`src/rtl/jk_bank_arbiter_pkg.sv`:
```
// jk_bank_arbiter_pkg: shared op/state encodings for the JK bank arbiter.
package jk_bank_arbiter_pkg;

   typedef logic [1:0] op_t;

   localparam op_t OP_HOLD = 2'b00;
   localparam op_t OP_CLR  = 2'b01;
   localparam op_t OP_SET  = 2'b10;
   localparam op_t OP_TGL  = 2'b11;

   typedef enum logic {
      ST_INIT = 1'b0,
      ST_RUN  = 1'b1
   } state_e;

endpackage

```
`src/rtl/jk_bank_arbiter_jkff.sv`:
```
// jk_ff: plain JK flip-flop without reset; {J,K} 00 hold, 01 clear, 10 set, 11 toggle.
module jk_ff (
   input  logic clk,
   input  logic J,
   input  logic K,
   output logic Q
);

   always_ff @(posedge clk)
      Q <= J ? (K ? ~Q : 1'b1) : (K ? 1'b0 : Q);

endmodule

```
`src/rtl/jk_bank_arbiter_rr.sv`:
```
// rr_arbiter: picks the first asserted request at or above ptr (mod N), one-hot plus index.
module rr_arbiter #(
   parameter int N = 4
) (
   input  logic [N-1:0]         req_i,
   input  logic [$clog2(N)-1:0] ptr_i,
   output logic [N-1:0]         gnt_o,
   output logic [$clog2(N)-1:0] idx_o,
   output logic                 any_o
);

   localparam int IW = $clog2(N);

   // Scan offsets high to low so the smallest offset from ptr wins.
   always_comb begin
      idx_o = '0;
      any_o = 1'b0;
      for (int k = N - 1; k >= 0; k--) begin
         if (req_i[(int'(ptr_i) + k) % N]) begin
            idx_o = IW'((int'(ptr_i) + k) % N);
            any_o = 1'b1;
         end
      end
      gnt_o = any_o ? (N'(1) << idx_o) : '0;
   end

endmodule

```
`src/rtl/jk_bank_arbiter.sv`:
```
// jk_bank_arbiter: round-robin shares a bank of jk_ff among NREQ masked-command requesters.
module jk_bank_arbiter
   import jk_bank_arbiter_pkg::*;
#(
   parameter int NREQ  = 4,
   parameter int WIDTH = 8
) (
   input  logic                     clk,
   input  logic                     rst,
   input  logic [NREQ-1:0]          req_valid,
   output logic [NREQ-1:0]          req_ready,
   input  logic [2*NREQ-1:0]        req_op,
   input  logic [WIDTH*NREQ-1:0]    req_mask,
   output logic [$clog2(NREQ)-1:0]  grant_id,
   output logic                     busy,
   output logic [WIDTH-1:0]         Q
);

   localparam int IW = $clog2(NREQ);

   state_e           state_q, state_d;
   logic [IW-1:0]    ptr_q, ptr_d;
   logic [IW-1:0]    gid_q, gid_d;
   op_t              op_q, op_d;
   logic [WIDTH-1:0] mask_q, mask_d;
   logic [NREQ-1:0]  gnt;
   logic [IW-1:0]    idx;
   logic             any;
   logic             accept;
   logic [WIDTH-1:0] j, k;

   rr_arbiter #(.N(NREQ)) u_arb (
      .req_i (req_valid),
      .ptr_i (ptr_q),
      .gnt_o (gnt),
      .idx_o (idx),
      .any_o (any)
   );

   // The command register is not reset-gated: whatever it holds at the rst edge still lands.
   always_ff @(posedge clk) begin
      if (rst) begin
         state_q <= ST_INIT;
         op_q    <= OP_CLR;
         mask_q  <= '1;
         ptr_q   <= '0;
         gid_q   <= '0;
      end else begin
         state_q <= state_d;
         op_q    <= op_d;
         mask_q  <= mask_d;
         ptr_q   <= ptr_d;
         gid_q   <= gid_d;
      end
   end

   always_comb begin
      state_d = (state_q == ST_INIT) ? ST_RUN : state_q;
      op_d    = accept ? req_op[2*int'(idx) +: 2] : OP_HOLD;
      mask_d  = accept ? req_mask[WIDTH*int'(idx) +: WIDTH] : '0;
      ptr_d   = accept ? ((idx == IW'(NREQ - 1)) ? '0 : idx + 1'b1) : ptr_q;
      gid_d   = accept ? idx : gid_q;
   end

   always_comb begin
      req_ready = (state_q == ST_RUN) ? gnt : '0;
      accept    = (state_q == ST_RUN) & any;
      busy      = (state_q == ST_INIT);
   end

   assign grant_id = gid_q;
   assign j        = {WIDTH{op_q[1]}} & mask_q;
   assign k        = {WIDTH{op_q[0]}} & mask_q;

   for (genvar b = 0; b < WIDTH; b++) begin : g_bank
      jk_ff u_ff (
         .clk (clk),
         .J   (j[b]),
         .K   (k[b]),
         .Q   (Q[b])
      );
   end

endmodule
```
`config.mk`:
```
export PLATFORM = sky130hd
export DESIGN_NAME = jk_bank_arbiter
export DESIGN_NICKNAME = d
export VERILOG_FILES = /design/src/rtl/jk_bank_arbiter_pkg.sv /design/src/rtl/jk_bank_arbiter_jkff.sv /design/src/rtl/jk_bank_arbiter_rr.sv /design/src/rtl/jk_bank_arbiter.sv
export SDC_FILE = /design/constraint.sdc
export NUM_CORES = 1
export LEC_CHECK = 0
export ABC_AREA = 1
export CORE_MARGIN = 2
export CORE_UTILIZATION = 35
export DETAILED_ROUTE_END_ITERATION = 6
export PLACE_DENSITY = 0.7
export SLEW_MARGIN = 20
export SYNTH_ARGS = -nofsm -noshare
export SYNTH_HDL_FRONTEND = slang
export SYNTH_SLANG_ARGS = --single-unit
export TNS_END_PERCENT = 10
```
`constraint.sdc`:
```
create_clock -name clk -period 1.8 [get_ports clk]
set_input_delay 0.36 -clock clk [delete_from_list [all_inputs] [get_ports clk]]
set_output_delay 0.36 -clock clk [all_outputs]
set_load 0.01 [all_outputs]
```
==> out/results.tsv, run 1 <==
stage	metric	value	unit
finish	layout cell share with drive strength beyond 1	29.3	%
timing	Final Cycle Share	119	%
placement	DP Worst Slack	-0.926	ns
finish	Antenna diodes	0	
worst_hold_path	class of the worst hold path	reg -> reg	
global_route	Congestion Overflow GR	0	
worst_setup_path	CP max FO	7	
placement	Inst Count DP	337	
clock_tree	TritonCTS clock tree	yes	
worst_setup_path	kind of critical path	reg -> out	
clock_tree	Clock Latency Late Sink	0.26	ns
timing	Min Hold Slack	0.524	ns
logic_synthesis	area leader, netlist	dfxtp_1	
die	Die H	70.9	µm
finish	Fill cells	404	
power	PwrDens	1230	nW/µm²
placement	count of buffers from port buffering	60	
detailed_routing	DRT iter0 DRCs	45	
global_route	Total Routing Usage GR	16.8	%
clock_tree	CTS Sinks	23	
detailed_routing	via count of the routed design	1715	
worst_setup_path	CP Launch Type	flop	
timing	Hold Fails Final Rpt	0	
clock_tree	TritonCTS buffer count	3	
global_route	first-pass GRT wire length	6800	µm
detailed_routing	Post-route DRC	0	
logic_synthesis	Seq/Total Area, Yosys	34.5	%
run_status	failing checks	setup timing	
timing	max-slew violation count	0	
flow_run	MaxCap Viol Count	0	
logic_synthesis	area of the mapped netlist	1570	µm²
die	Die Wd	70.9	µm
logic_synthesis	most area-consuming cells after synthesis	dfxtp_1 19%, nand2_1 19%, edfxtp_1 15%	
logic_synthesis	synthesized area per cell	6.87	µm²
logic_synthesis	top-area cell type share of the netlist area	19.2	%
worst_setup_path	WP data required	1.44	ns
power	Tot Pwr	3.08	mW
logic_synthesis	Ys Warns	0	
finish	area grow syn2layout	59.5	%
detailed_routing	total wire length	4510	µm
logic_synthesis	syn_nets	275	
finish	Final Non-Filler Cells	352	
global_route	initial antenna violation count	0	
timing	PnR worst setup slack	-0.342	ns
logic_synthesis	post-synthesis cell count	228	
die	number of I/O pins	61	
detailed_routing	Wirelength per Cell	12.8	µm
placement	Detail Placement HPWL	3050	µm
timing	final setup fails	14	
timing	relative max-transition margin	67.2	%
worst_setup_path	Setup crit end kind	output pin	
logic_synthesis	number of synthesized register bits	23	
timing	setup TNS	-2.55	ns
power	Pleak	1.16	nW
die	die area	5020	µm²
clock_tree	CTS Hold Bufs	0	
die	row count	24	
global_route	largest net degree at the start of global routing	20	
clock_tree	maximum clock path buffer count	2	
die	CORE AREA	4320	µm²
detailed_routing	Final ANT Viol Nets	0	
placement	DP Area	2210	µm²
timing	RSZ-0062 raised after global routing	true	
power	Max IR drop VDD	0.000583	V
clock_tree	Clk pin slew, worst setup/hold paths	0.08	ns
run_status	status	finished with violations	
timing	worst slew pin tran	0.492	ns
detailed_routing	drt pass-1 iters	4	
logic_synthesis	synth unique cells	20	
worst_setup_path	WP data arrival	1.78	ns
detailed_routing	Vias/cell	4.87	
placement	GP Congestion	0.802	
clock_tree	Clock Tree Root	clkbuf_8	
die	Initial Utilization	36.2	%
global_route	vias in the first global route	1468	
clock_tree	H-tree levels	1	
timing	crit path time final	2.14	ns
finish	nets	348	
timing	fmax	0.467	GHz
finish	design area	2500	µm²
finish	fin util	57.7	%
timing	Clock Skew	0.00542	ns
-- path summary, 6_finish.rpt --
check,startpoint,endpoint,slack [ns],depth (start not counted)
worst max-delay path,ptr_q[0],req_ready[2],-0.34,12
worst min-delay path,grant_id[0],grant_id[0],0.52,2
worst max register to register,ptr_q[0],mask_q[2],-0.15,15
worst min register to register,grant_id[0],grant_id[0],0.52,2
-- critical path, cell delays in order (launching register included) --
cell	delay [ns]
dfxtp_4	0.44
buf_6	0.16
nand2_2	0.08
o21ai_4	0.08
nand2_2	0.08
nand3_2	0.09
nand2_2	0.08
nand2_4	0.08
nand2_4	0.06
inv_2	0.07
nand2_2	0.07
nor2_2	0.11
buf_2	0.13
-- registers in the layout (all words and copies together), names as in the netlist --
signal         cells
op_q               2
g_bank.u_ff.Q      8
ptr_q              2
state_q            1
grant_id           2
mask_q             8
-- power by group --
part           internal (mW)  switching [mW]  leakage (nW)
Combinational          0.956            1.01         0.933
Sequential             0.696           0.111         0.207
Clock                  0.158           0.150        0.0228
Total                   1.81            1.27          1.16
-- routing by layer --
metal | share of wire [%] | up-vias | track usage (%)
li1 | - | 874 | -
met1 | 40 | 776 | 22.7
met4 | 0.89 | 0 | 3.14
met3 | 6.5 | 4 | 2.85
met2 | 52 | 61 | 28.3
met5 | 0 | - | 0
-- kinds of logic after synthesis --
family	count (synthesis)	share of synthesized area, %
fa+ha+maj	1	0.799
xor+xnor	1	0.560
compound gates	17	5.99
simple gates	147	42.7
flops	23	34.5
buf+inv	39	15.4
-- synthesized netlist by cell type --
library cell	n
a21oi_1	10
buf_2	1
buf_4	10
buf_6	6
buf_8	1
clkbuf_1	4
dfxtp_1	15
edfxtp_1	8
ha_1	1
inv_1	17
nand2_1	79
nand2_2	4
nand3_1	45
nand3_2	8
nor2_1	11
o211ai_1	2
o21ai_0	3
o21ai_1	1
o21ai_2	1
xnor2_1	1
-- placed cells by master (no fill, tap or decap), types with 2 or more instances in the layout --
cell / synthesis / routed
nor2_1: 11 / 7
inv_2: 0 / 7
nor2_2: 0 / 4
dfxtp_1: 15 / 14
nand2_2: 4 / 12
o21ai_4: 0 / 2
buf_12: 0 / 3
nand3_2: 8 / 18
nand3_1: 45 / 35
clkdlybuf4s50_1: 0 / 52
clkbuf_8: 0 / 3
nand2_1: 79 / 68
buf_4: 10 / 25
nand2_4: 0 / 3
o211ai_1: 2 / 2
a21oi_1: 10 / 10
dlygate4sd2_1: 0 / 4
inv_1: 17 / 10
o21ai_2: 1 / 2
edfxtp_1: 8 / 8
buf_6: 6 / 2
buf_2: 1 / 4
-- timing repair --
| action | in CTS | in global routing |
|---|---|---|
| resized for setup | 50 | 19 |
| setup buffers | 7 | 4 |
| pin swaps | 19 | 14 |
| setup endpoints to repair | 16 | 15 |
-- area by class of cell --
cell class                 count  area (µm²)  area share, %
multi-input combinational    166         932           37.3
timing repair buffer          90         846           33.9
sequential                    23         544           21.8
tap                           52        65.1           2.61
inverter                      17        63.8           2.56
clock buffer                   4        45.0           1.80
No activity file was read; power rests on OpenSTA's default activity.
==> inputs of run 2 (changes only) <==
--- a/config.mk
+++ b/config.mk
@@ -14,4 +14,3 @@
 export SYNTH_ARGS = -nofsm -noshare
 export SYNTH_HDL_FRONTEND = slang
 export SYNTH_SLANG_ARGS = --single-unit
-export TNS_END_PERCENT = 10
==> run 2 against run 1 <==
  * The run still ends with setup timing left
  * Via count up 0.47%
  * Setup slack about the same
  * Critical path depth is 1 lower
  * Cell count decreased by 0.28%
  * Clock power about the same
  * Flip-flop and latch count is the same
  * Sequential share of layout area up 0.33 points
  * Wire length shrank 2.6%
  * Final area shrank 1.5%
  * Die area unchanged
  * Clock skew is 0.0019 ns lower
  * Largest cell class unchanged
==> out/results.tsv, run 2 (synthesis gave the netlist of run 1 again) <==
stage	metric	value	unit
global_route	largest net degree at the start of global routing	20	
power	Pleak	1.15	nW
timing	max-slew violation count	0	
clock_tree	Clock Tree Root	clkbuf_8	
finish	Antenna diodes	0	
worst_setup_path	CP max FO	7	
power	sw power	1.23	mW
worst_setup_path	crit path to	req_ready[3]	
worst_setup_path	kind of critical path	reg -> out	
placement	Detail Placement HPWL	3050	µm
finish	area grow syn2layout	57.1	%
global_route	met3 usage	3.42	%
placement	GP Congestion	0.802	
power	PwrDens	1230	nW/µm²
detailed_routing	Vias/cell	4.91	
global_route	vias in the first global route	1481	
timing	fmax	0.467	GHz
detailed_routing	via count of the routed design	1723	
timing	worst slew pin tran	0.491	ns
worst_setup_path	reg2reg end	op_q[1]	
worst_setup_path	crit path from	ptr_q[0]	
die	Die Wd	70.9	µm
worst_setup_path	WP data arrival	1.78	ns
timing	RSZ-0062 raised after global routing	true	
power	Comb power frac	63.1	%
die	die area	5020	µm²
timing	relative max-transition margin	67.3	%
finish	most frequent cells in the layout	71 x nand2_1, 52 x clkdlybuf4s50_1, 42 x nand3_1	
placement	Inst Count DP	337	
die	CORE AREA	4320	µm²
die	Die H	70.9	µm
worst_setup_path	depth of the worst register-to-register path	14	
power	Pint	1.79	mW
detailed_routing	Final ANT Viol Nets	0	
power	Max IR drop VDD	0.000707	V
clock_tree	Clk pin slew, worst setup/hold paths	0.08	ns
global_route	Total Routing Usage GR	16.9	%
finish	layout cell share with drive strength beyond 1	25.8	%
timing	final setup fails	5	
worst_setup_path	CP Launch Type	flop	
worst_setup_path	Setup crit end kind	output pin	
flow_run	MaxCap Viol Count	0	
die	Initial Utilization	36.2	%
global_route	first-pass GRT wire length	6890	µm
detailed_routing	Wirelength per Cell	12.5	µm
power	Sw Ratio	40.7	%
global_route	gr busiest metal	met2	
clock_tree	H-tree levels	1	
global_route	Global Route met2 Usage	29.2	%
worst_hold_path	class of the worst hold path	reg -> reg	
placement	count of buffers from port buffering	60	
timing	crit path time final	2.14	ns
finish	nets	347	
detailed_routing	DRT iter0 DRCs	52	
finish	largest registers	g_bank.u_ff.Q x8, mask_q x8	
run_status	status	finished with violations	
timing	PnR worst setup slack	-0.342	ns
global_route	Congestion Overflow GR	0	
die	number of I/O pins	61	
global_route	routing usage on met1	22.2	%
clock_tree	TritonCTS buffer count	3	
clock_tree	CTS Sinks	23	
detailed_routing	Post-route DRC	0	
die	row count	24	
finish	Final Non-Filler Cells	351	
timing	Clock Skew	0.00357	ns
placement	DP Worst Slack	-0.926	ns
worst_setup_path	WP data required	1.44	ns
finish	most common cell after layout, fill and taps aside	nand2_1	
timing	Final Cycle Share	119	%
global_route	initial antenna violation count	0	
worst_setup_path	R2R setup slack	-0.02	ns
power	Clock power frac	10.2	%
worst_setup_path	reg2reg start	ptr_q[0]	
detailed_routing	drt pass-1 iters	4	
clock_tree	maximum clock path buffer count	2	
timing	Hold Fails Final Rpt	0	
power	Seq pwr share	26.7	%
clock_tree	TritonCTS clock tree	yes	
clock_tree	Clock Latency Late Sink	0.25	ns
detailed_routing	total wire length	4390	µm
run_status	failing checks	setup timing	
-- run 2: changes by cell type in the layout (fill, tap and decap cells not counted) --
cell	previous run	this run
clkbuf_16	0	1
nand2_1	68	71
buf_12	3	2
nand3_1	35	42
buf_4	25	23
nand3_2	18	11
buf_8	0	1
nand2_2	12	9
-- run 2: what timing repair did --
action	4_1_cts	5_1_grt
gates resized for setup	46	12
buffers inserted	9	3
hold buffers	0	0
endpoints found under the setup margin	16	14
pin swaps	19	12
cloned	0	1
-- run 2: worst min-delay path by stage --
stage / cells past startpoint / start / to
floorplan: 1 / rst / ptr_q[0]
global placement: 2 / grant_id[1] / grant_id[1]
detailed placement: 2 / grant_id[0] / grant_id[0]
CTS: 2 / grant_id[0] / grant_id[0]
global route: 2 / grant_id[0] / grant_id[0]
finish: 2 / grant_id[0] / grant_id[0]
-- run 2: cell type report --
class | instances | area (µm²)
Clock buffer | 4 | 45.0
Tap cell | 52 | 65.1
Timing Repair Buffer | 89 | 851
Inverter | 17 | 63.8
Fill cell | 403 | 1870
Multi-Input combinational cell | 166 | 890
Sequential cell | 23 | 544
-- run 2: per-layer routing --
layer  up-vias  wire, µm
li1        871         -
met3         6       218
met2        56      2240
met4         0        42
met1       790      1890
met5         -         0
-- run 2: critical path: stages (launching register included) --
cell and delay, ns:
dfxtp_4 0.44, buf_6 0.16, nand2_2 0.08, o21ai_4 0.08
nor2_2 0.07, nor2_2 0.10, nand3_2 0.13, nand2_4 0.12
ha_4 0.13, inv_2 0.03, nor2_2 0.06, buf_2 0.13
-- run 2: power groups by stage --
stage / registers [mW] / clock network, mW / logic (mW)
4_1_cts: 0.808 / 0.310 / 1.72
2_1_floorplan: 0.768 / 0 / 1.16
3_5_place_dp: 0.822 / 0 / 1.55
6_report: 0.808 / 0.307 / 1.90
5_1_grt: 0.830 / 0.328 / 2.08
3_3_place_gp: 0.818 / 0 / 1.53
-- run 2: per-stage QoR --
| step | cell area [µm²] | hold WS [ns] | power, mW | TNS, ns | utilization (%) |
|---|---|---|---|---|---|
| 6_report | 2460 | 0.526 | 3.02 | -1.26 | 56.9 |
| 5_1_grt | 2460 | 0.552 | 3.24 | -2.46 | 56.9 |
| 4_1_cts | 2370 | 0.527 | 2.83 | -1.06 | 54.9 |
| 3_5_place_dp | 2210 | 0.506 | 2.37 | -8.18 | 51.1 |
| 3_3_place_gp | 2210 | 0.505 | 2.35 | -7.53 | 51.1 |
| 2_1_floorplan | 1580 | 0.422 | 1.93 | 0 | - |
